**src/rtl/regfile_pkg.sv**
```systemverilog
// ---------------------------------------------------------------------------
// regfile_pkg
// Shared definitions for the register-file writeback arbiter.
//   WIDTH / REG_COUNT / REG_BITS : default datapath and register-index sizes
//   wb_req_t                     : one queued write (register index + data)
//   grant_t                      : which source owns the regfile write port
// ---------------------------------------------------------------------------
package regfile_pkg;

   localparam int WIDTH     = 32;
   localparam int REG_COUNT = 32;
   localparam int REG_BITS  = $clog2(REG_COUNT);

   typedef struct packed {
      logic [REG_BITS-1:0] idx;
      logic [WIDTH-1:0]    data;
   } wb_req_t;

   typedef enum logic [1:0] {
      GNT_NONE = 2'd0,
      GNT_PIPE = 2'd1,
      GNT_EXT  = 2'd2
   } grant_t;

endpackage

```
**src/rtl/wb_fifo.sv**
```systemverilog
// ---------------------------------------------------------------------------
// wb_fifo
// Synchronous FIFO of wb_req_t used to queue out-of-band regfile writes.
// Ports:
//   clk, rst     : clock, synchronous active-high reset (empties the queue)
//   push         : enqueue push_req (ignored when full)
//   push_req     : entry to enqueue
//   pop          : dequeue the head (ignored when empty)
//   count        : occupancy 0..DEPTH
//   head         : entry at the read pointer (valid when count != 0)
//   entry_valid  : per-slot valid bit, for the pending-register compare
//   entry_reg    : per-slot destination register, for the pending compare
// ---------------------------------------------------------------------------
module wb_fifo
   import regfile_pkg::*;
#(
   parameter  int DEPTH    = 4,
   localparam int PTR_BITS = $clog2(DEPTH),
   localparam int CNT_BITS = PTR_BITS + 1
) (
   input  logic                               clk,
   input  logic                               rst,
   input  logic                               push,
   input  wb_req_t                            push_req,
   input  logic                               pop,
   output logic [CNT_BITS-1:0]                count,
   output wb_req_t                            head,
   output logic [DEPTH-1:0]                   entry_valid,
   output logic [DEPTH-1:0][REG_BITS-1:0]     entry_reg
);

   wb_req_t               mem [DEPTH];
   logic [PTR_BITS-1:0]   wr_ptr_reg;
   logic [PTR_BITS-1:0]   rd_ptr_reg;
   logic [CNT_BITS-1:0]   count_reg;
   logic [DEPTH-1:0]      valid_reg;
   logic                  push_ok;
   logic                  pop_ok;

   assign push_ok = push && (count_reg != CNT_BITS'(DEPTH));
   assign pop_ok  = pop  && (count_reg != '0);

   // Storage carries no reset; the valid bits alone say which slots are live.
   always_ff @(posedge clk) begin
      if (push_ok) begin
         mem[wr_ptr_reg] <= push_req;
      end
   end

   // Pointers are PTR_BITS wide, so they wrap modulo DEPTH for free.
   always_ff @(posedge clk) begin
      if (rst) begin
         wr_ptr_reg <= '0;
         rd_ptr_reg <= '0;
         count_reg  <= '0;
         valid_reg  <= '0;
      end else begin
         if (push_ok) begin
            wr_ptr_reg            <= wr_ptr_reg + 1'b1;
            valid_reg[wr_ptr_reg] <= 1'b1;
         end
         if (pop_ok) begin
            rd_ptr_reg            <= rd_ptr_reg + 1'b1;
            valid_reg[rd_ptr_reg] <= 1'b0;
         end
         case ({push_ok, pop_ok})
            2'b10:   count_reg <= count_reg + 1'b1;
            2'b01:   count_reg <= count_reg - 1'b1;
            default: count_reg <= count_reg;
         endcase
      end
   end

   assign count       = count_reg;
   assign head        = mem[rd_ptr_reg];
   assign entry_valid = valid_reg;

   for (genvar gi = 0; gi < DEPTH; gi++) begin : g_entry
      assign entry_reg[gi] = mem[gi].idx;
   end

endmodule

```
**src/rtl/regfile_wb_arbiter.sv**
```systemverilog
// ---------------------------------------------------------------------------
// regfile_wb_arbiter
// Shares the regfile's single write port between the pipeline WB stage
// (default winner, no backpressure) and an out-of-band writer that queues
// into a small FIFO via valid/ready. A starvation counter forces the pipeline
// to yield for one cycle; pending flags let decode stall on queued writes.
// Ports:
//   clk, rst                    : clock, synchronous active-high reset
//   pipe_wb_en/_reg/_data       : pipeline writeback request
//   ext_valid/ext_ready/ext_reg/ext_data : out-of-band request handshake
//   rf_write_en/_reg/_data      : regfile write port
//   stall_pipe                  : pipeline must hold and re-present its write
//   rs1, rs2, rd / *_pend       : decode indices and queued-write hits
//   fifo_count                  : queue occupancy
// Optional build macro:
//   REGFILE_WB_BYPASS_EN : with an idle arbiter, an out-of-band request is
//                          written straight through in the same cycle.
// ---------------------------------------------------------------------------
module regfile_wb_arbiter #(
   parameter  int WIDTH        = 32,
   parameter  int REG_COUNT    = 32,
   parameter  int REG_BITS     = $clog2(REG_COUNT),
   parameter  int FIFO_DEPTH   = 4,
   parameter  int STARVE_LIMIT = 8,
   localparam int CNT_BITS     = $clog2(FIFO_DEPTH) + 1,
   localparam int STARVE_BITS  = $clog2(STARVE_LIMIT + 1)
) (
   input  logic                clk,
   input  logic                rst,
   input  logic                pipe_wb_en,
   input  logic [REG_BITS-1:0] pipe_wb_reg,
   input  logic [WIDTH-1:0]    pipe_wb_data,
   input  logic                ext_valid,
   output logic                ext_ready,
   input  logic [REG_BITS-1:0] ext_reg,
   input  logic [WIDTH-1:0]    ext_data,
   output logic                rf_write_en,
   output logic [REG_BITS-1:0] rf_write_reg,
   output logic [WIDTH-1:0]    rf_write_data,
   output logic                stall_pipe,
   input  logic [REG_BITS-1:0] rs1,
   input  logic [REG_BITS-1:0] rs2,
   input  logic [REG_BITS-1:0] rd,
   output logic                rs1_pend,
   output logic                rs2_pend,
   output logic                rd_pend,
   output logic [CNT_BITS-1:0] fifo_count
);
   import regfile_pkg::*;

   logic [CNT_BITS-1:0]                  count;
   wb_req_t                              head;
   wb_req_t                              push_req;
   logic [FIFO_DEPTH-1:0]                entry_valid;
   logic [FIFO_DEPTH-1:0][REG_BITS-1:0]  entry_reg;
   logic                                 empty;
   logic                                 push;
   logic                                 pop;
   logic                                 bypass;
   grant_t                               grant;
   logic [STARVE_BITS-1:0]               starve_cnt_reg;
   logic [FIFO_DEPTH-1:0]                rs1_hit;
   logic [FIFO_DEPTH-1:0]                rs2_hit;
   logic [FIFO_DEPTH-1:0]                rd_hit;

   assign empty      = (count == '0);
   assign ext_ready  = !rst && (count != CNT_BITS'(FIFO_DEPTH));
   assign stall_pipe = !rst && !empty && (starve_cnt_reg == STARVE_BITS'(STARVE_LIMIT));
   assign fifo_count = count;

   always_comb begin
      grant  = GNT_NONE;
      bypass = 1'b0;
      if (!rst) begin
         if (stall_pipe) begin
            grant = GNT_EXT;
         end else if (pipe_wb_en && (pipe_wb_reg != '0)) begin
            grant = GNT_PIPE;
         end else if (!empty) begin
            grant = GNT_EXT;
         end
`ifdef REGFILE_WB_BYPASS_EN
         else if (ext_valid && (ext_reg != '0)) begin
            // Idle arbiter: write the request through instead of queueing it.
            grant  = GNT_EXT;
            bypass = 1'b1;
         end
`endif
      end
   end

   always_comb begin
      rf_write_en   = 1'b0;
      rf_write_reg  = '0;
      rf_write_data = '0;
      case (grant)
         GNT_PIPE: begin
            rf_write_en   = 1'b1;
            rf_write_reg  = pipe_wb_reg;
            rf_write_data = pipe_wb_data;
         end
         GNT_EXT: begin
            rf_write_en   = 1'b1;
            rf_write_reg  = bypass ? ext_reg  : head.idx;
            rf_write_data = bypass ? ext_data : head.data;
         end
         default: ;
      endcase
   end

   // Writes to x0 complete the handshake but are simply dropped.
   assign push          = ext_valid && ext_ready && (ext_reg != '0) && !bypass;
   assign pop           = (grant == GNT_EXT) && !bypass;
   assign push_req.idx  = ext_reg;
   assign push_req.data = ext_data;

   wb_fifo #(
      .DEPTH (FIFO_DEPTH)
   ) u_fifo (
      .clk         (clk),
      .rst         (rst),
      .push        (push),
      .push_req    (push_req),
      .pop         (pop),
      .count       (count),
      .head        (head),
      .entry_valid (entry_valid),
      .entry_reg   (entry_reg)
   );

   // Counts cycles the head has waited; saturates so stall_pipe holds until
   // the forced pop clears it.
   always_ff @(posedge clk) begin
      if (rst || pop || empty) begin
         starve_cnt_reg <= '0;
      end else if (starve_cnt_reg != STARVE_BITS'(STARVE_LIMIT)) begin
         starve_cnt_reg <= starve_cnt_reg + 1'b1;
      end
   end

   for (genvar gi = 0; gi < FIFO_DEPTH; gi++) begin : g_pend
      assign rs1_hit[gi] = entry_valid[gi] && (entry_reg[gi] == rs1);
      assign rs2_hit[gi] = entry_valid[gi] && (entry_reg[gi] == rs2);
      assign rd_hit[gi]  = entry_valid[gi] && (entry_reg[gi] == rd);
   end

   assign rs1_pend = !rst && (rs1 != '0) && (|rs1_hit);
   assign rs2_pend = !rst && (rs2 != '0) && (|rs2_hit);
   assign rd_pend  = !rst && (rd  != '0) && (|rd_hit);

endmodule

```
**config.mk**
```make
export PLATFORM = sky130hd
export DESIGN_NAME = regfile_wb_arbiter
export DESIGN_NICKNAME = d
export VERILOG_FILES = /design/src/rtl/regfile_pkg.sv /design/src/rtl/wb_fifo.sv /design/src/rtl/regfile_wb_arbiter.sv
export SDC_FILE = /design/constraint.sdc
export NUM_CORES = 1
export LEC_CHECK = 0
export ABC_AREA = 1
export CAP_MARGIN = 5
export CORE_MARGIN = 1.5
export CORE_UTILIZATION = 58
export DETAILED_ROUTE_END_ITERATION = 8
export GPL_ROUTABILITY_DRIVEN = 1
export GPL_TIMING_DRIVEN = 0
export PLACE_DENSITY = 0.82
export SYNTH_ARGS = -nofsm -noshare
export SYNTH_HDL_FRONTEND = slang
export SYNTH_SLANG_ARGS = --single-unit
export TNS_END_PERCENT = 5
```
**constraint.sdc**
```tcl
create_clock -name clk -period 7.4 [get_ports clk]
set_input_delay 1.11 -clock clk [delete_from_list [all_inputs] [get_ports clk]]
set_output_delay 1.11 -clock clk [all_outputs]
set_load 0.005 [all_outputs]
```
==> key figures <==
STA
  • Relative slew margins: 41.3%
  • Hold violation total from the final report: 0
  • Setup violations, final: 0
  • Share of the cycle needed by the critical path after routing: 70.0%
  • Setup tns final: 0 ns
  • RSZ-0062 raised after global routing: false
  • Fmax: 0.193 GHz
  • Pins Over Slew Limit: 0
  • Setup clock skew after layout: 0.00490 ns
  • Worst hold margin: 0.483 ns
  • Final period demand of the worst path: about 5.2 ns
  • Slew at the pin closest to its max-slew limit: 0.881 ns

Critical path
  • Type of the worst setup path: input pin to primary output
  • Largest stage delay, worst path: between 0.5 and 0.6 ns
  • Most prevalent standard cell on the critical path: sky130_fd_sc_hd__nand2_1
  • Worst Setup Start Kind: input pin
  • Slowest stage cell on the critical path: sky130_fd_sc_hd__clkdlybuf4s50_1
  • Signal arrival time at the worst endpoint: 4.07 ns
  • Cell class contributing the biggest share of worst-path delay: buffers and inverters
  • Cell depth of the worst setup path: 13
  • Endpoint kind of the worst setup timing path: primary output
  • Worst Path Buf+Inv: 6
  • Cell-by-cell listing of the critical path: clkdlybuf4s50_1, inv_1, nand2_1, nor2_1, nor2_1, nand2_1, inv_1, ha_1, buf_2, clkbuf_1, nand2_1, a21oi_2, clkdlybuf4s50_1
  • Maximum fanout count along the critical path: 10
  • FF-to-FF path depth: 18
  • Required time at the endpoint of the critical path: between 6 and 7 ns

Drt
  • Count of unresolved DRC violations after routing: 0
  • Routed wirelength normalized by instance count: 18.4 um
  • Total wire length after detailed routing: about 23000 um
  • Starting DRT DRC Count: 754
  • Count of nets left with antenna violations after detail routing: 0
  • Vias per inst: about 5.7
  • Router iterations before antenna repair: 7
  • Routed vias: 7020

Place
  • Placed Instances: 1207
  • Number of port buffers: between 100 and 150
  • GPL Wtd Cong: roughly 0.96
  • Detail Placement HPWL: 15400 um

Layout
  • # nets final: roughly 1200
  • Final standard cell count with taps included and fillers excluded: 1239
  • Ant. Diodes: 0
  • Max FFs per register: 148
  • Fraction of final layout cells with drive strength greater than 1: 10.1%
  • Area growth, synth to finish: 27.9%

Floorplan
  • Starting density of the core: 59.3%
  • Placeable core region: 0.0139 mm2
  • Die footprint: 0.0149 mm2
  • Row Count: 43
  • Vert. Die Dim: 122 um
  • Number of top-level design ports: approximately 140
  • Die outline width: 122 um

Global route
  • Largest net degree at the start of global routing: 27
  • Number of global-route vias before repair: 6852
  • Global-route wire length before repair: ~35000 um
  • Overall overflow remaining after global route: 0
  • Initial antenna violation count: 0
  • Overall Global Routing Usage: 31.9%

Clock network
  • CTS tree: built
  • Hold buffers post-CTS: 0
  • Clk Tree Root Cell: sky130_fd_sc_hd__clkbuf_16
  • Count of H-tree levels built during CTS: 4
  • Max Root-Sink Buffers: 2
  • Buffers inserted during post-CTS setup optimization: 0
  • Num Clock Sinks: around 170
  • Clock input transition at the sequential cells of the worst setup and hold paths: 0.06 ns
  • Clock network latency to the later pin of the worst-skew pair: 0.44 ns
  • Total CTS buffers: 17
  • Post-cts resize count: 0

Synthesis
  • Ys Warns: 0
  • Count of mapped cells out of synthesis: 887
  • Part of the Yosys area used for sequential elements: between 50% and 60%
  • Post-Synthesis Net Count: 994
  • Number of distinct library cells after synthesis: 31
  • Area fraction of the dominant cell type after synthesis: 54.0%
  • Synth Area per Inst: 9.27 um2
  • Netlist Area Pre-Place: 0.00823 mm2
  • Number of flip-flops and latches in the synthesized netlist: 165
  • Dominant cells by area after synthesis: sky130_fd_sc_hd__edfxtp_1, sky130_fd_sc_hd__nand2_1, sky130_fd_sc_hd__nor2_1, sky130_fd_sc_hd__dfxtp_1, sky130_fd_sc_hd__o21ai_0
  • Largest area contributor in the netlist: sky130_fd_sc_hd__edfxtp_1

Pwr
  • Leakage Power: between 3 and 4 nW
  • Ratio of total power to cell area: 205 mW/mm2
  • Max IR drop VDD: 0.000232 V

Hold path
  • Depth of the worst hold-timing path: 2
  • Worst hold path class: register to register

Run
  • Maxcap violations: 0

Run status
  • Result of the run: complete, no violations
==> cell families after synthesis <==
group | count (synthesis) | share of synthesized area, %
AND/OR/NAND/NOR | 425 | 19.9
AO/OA/AOI/OAI | 184 | 13.1
flip-flops | 165 | 58.2
buffers and inverters | 98 | 6.45
adder cells (fa/ha/maj) | 14 | 2.22
XOR/XNOR | 1 | 0.106
==> where the power goes <==
part,internal [mW],switching [mW]
registers,1.04,0.0102
logic,0.0960,0.122
clock network,0.504,0.384
total,1.64,0.516
==> stage by stage <==
| step | area, um2 | total power [mW] | utilization, % | setup WS, ns |
|---|---|---|---|---|
| global route | 10500 | 2.21 | 75.8 | 2.01 |
| CTS | 10500 | 2.15 | 75.8 | 2.21 |
| detailed placement | 9920 | 1.28 | 71.5 | 2.30 |
| finish | 10500 | 2.15 | 75.8 | 2.22 |
| global placement | 9810 | 1.27 | 70.7 | 1.77 |
| floorplan | 8230 | 1.16 | - | 3.78 |
==> synthesized netlist by cell type, drive strengths merged <==
| cell | count |
|---|---|
| nand2 | 262 |
| edfxtp | 148 |
| nor2 | 139 |
| o21ai | 89 |
| a21oi | 62 |
| inv | 59 |
| o22ai | 32 |
| buf | 28 |
| dfxtp | 17 |
| nand3 | 16 |
| ha | 13 |
| clkbuf | 10 |
| nand4 | 3 |
| nor3 | 2 |
| or2 | 2 |
| a31oi | 1 |
| and3 | 1 |
| clkinv | 1 |
| fa | 1 |
| xnor2 | 1 |
==> cell type report <==
cell class / count / area (um2)
tap: 180 / 225
inverter: 60 / 225
sequential: 165 / 4780
timing repair buffer: 140 / 1440
buffer: 38 / 305
fill: 982 / 3360
clock inverter: 15 / 175
clock buffer: 17 / 425
multi-input combinational: 624 / 2940
==> placed cells by master, fill, tap and decap left out, drive strengths merged, types with 3 or more instances in the layout <==
cell           Yosys  layout
a21oi             62      62
buf               28      32
clkbuf            10      27
clkdlybuf4s50      0     136
clkinv             1       9
dfxtp             17      17
edfxtp           148     148
ha                13      13
inv               59      62
nand2            262     262
nand3             16      16
nand4              3       3
nor2             139     139
o21ai             89      89
o22ai             32      32
==> routing by layer <==
metal | routed length [um] | vias up | GRT usage [%] | part of all wire (%)
li1 | - | 3317 | - | -
met5 | 0 | - | 0 | 0
met2 | 11200 | 381 | 52.8 | 49
met3 | 1900 | 52 | 6.41 | 8.3
met4 | 671 | 0 | 14.4 | 2.9
met1 | 8990 | 3270 | 40.7 | 39
==> worst register-to-register path, delay by kind of cell, from the launching register on <==
| family | cells | cell delay (ns) |
|---|---|---|
| flops | 1 | 0.35 |
| buf+inv | 4 | 0.51 |
| compound gates | 4 | 0.51 |
| simple gates | 6 | 0.72 |
| fa+ha+maj | 4 | 0.92 |
==> worst paths after layout <==
| kind | startpoint | endpoint | slack [ns] |
|---|---|---|---|
| worst max-delay path | rst | rf_write_data[3] | 2.22 |
| worst min-delay path | starve_cnt_reg[3] | starve_cnt_reg[3] | 0.48 |
| worst max register to register | starve_cnt_reg[0] | u_fifo.count[2] | 4.29 |
| worst min register to register | starve_cnt_reg[3] | starve_cnt_reg[3] | 0.48 |
No activity file was read; power rests on OpenSTA's default activity.
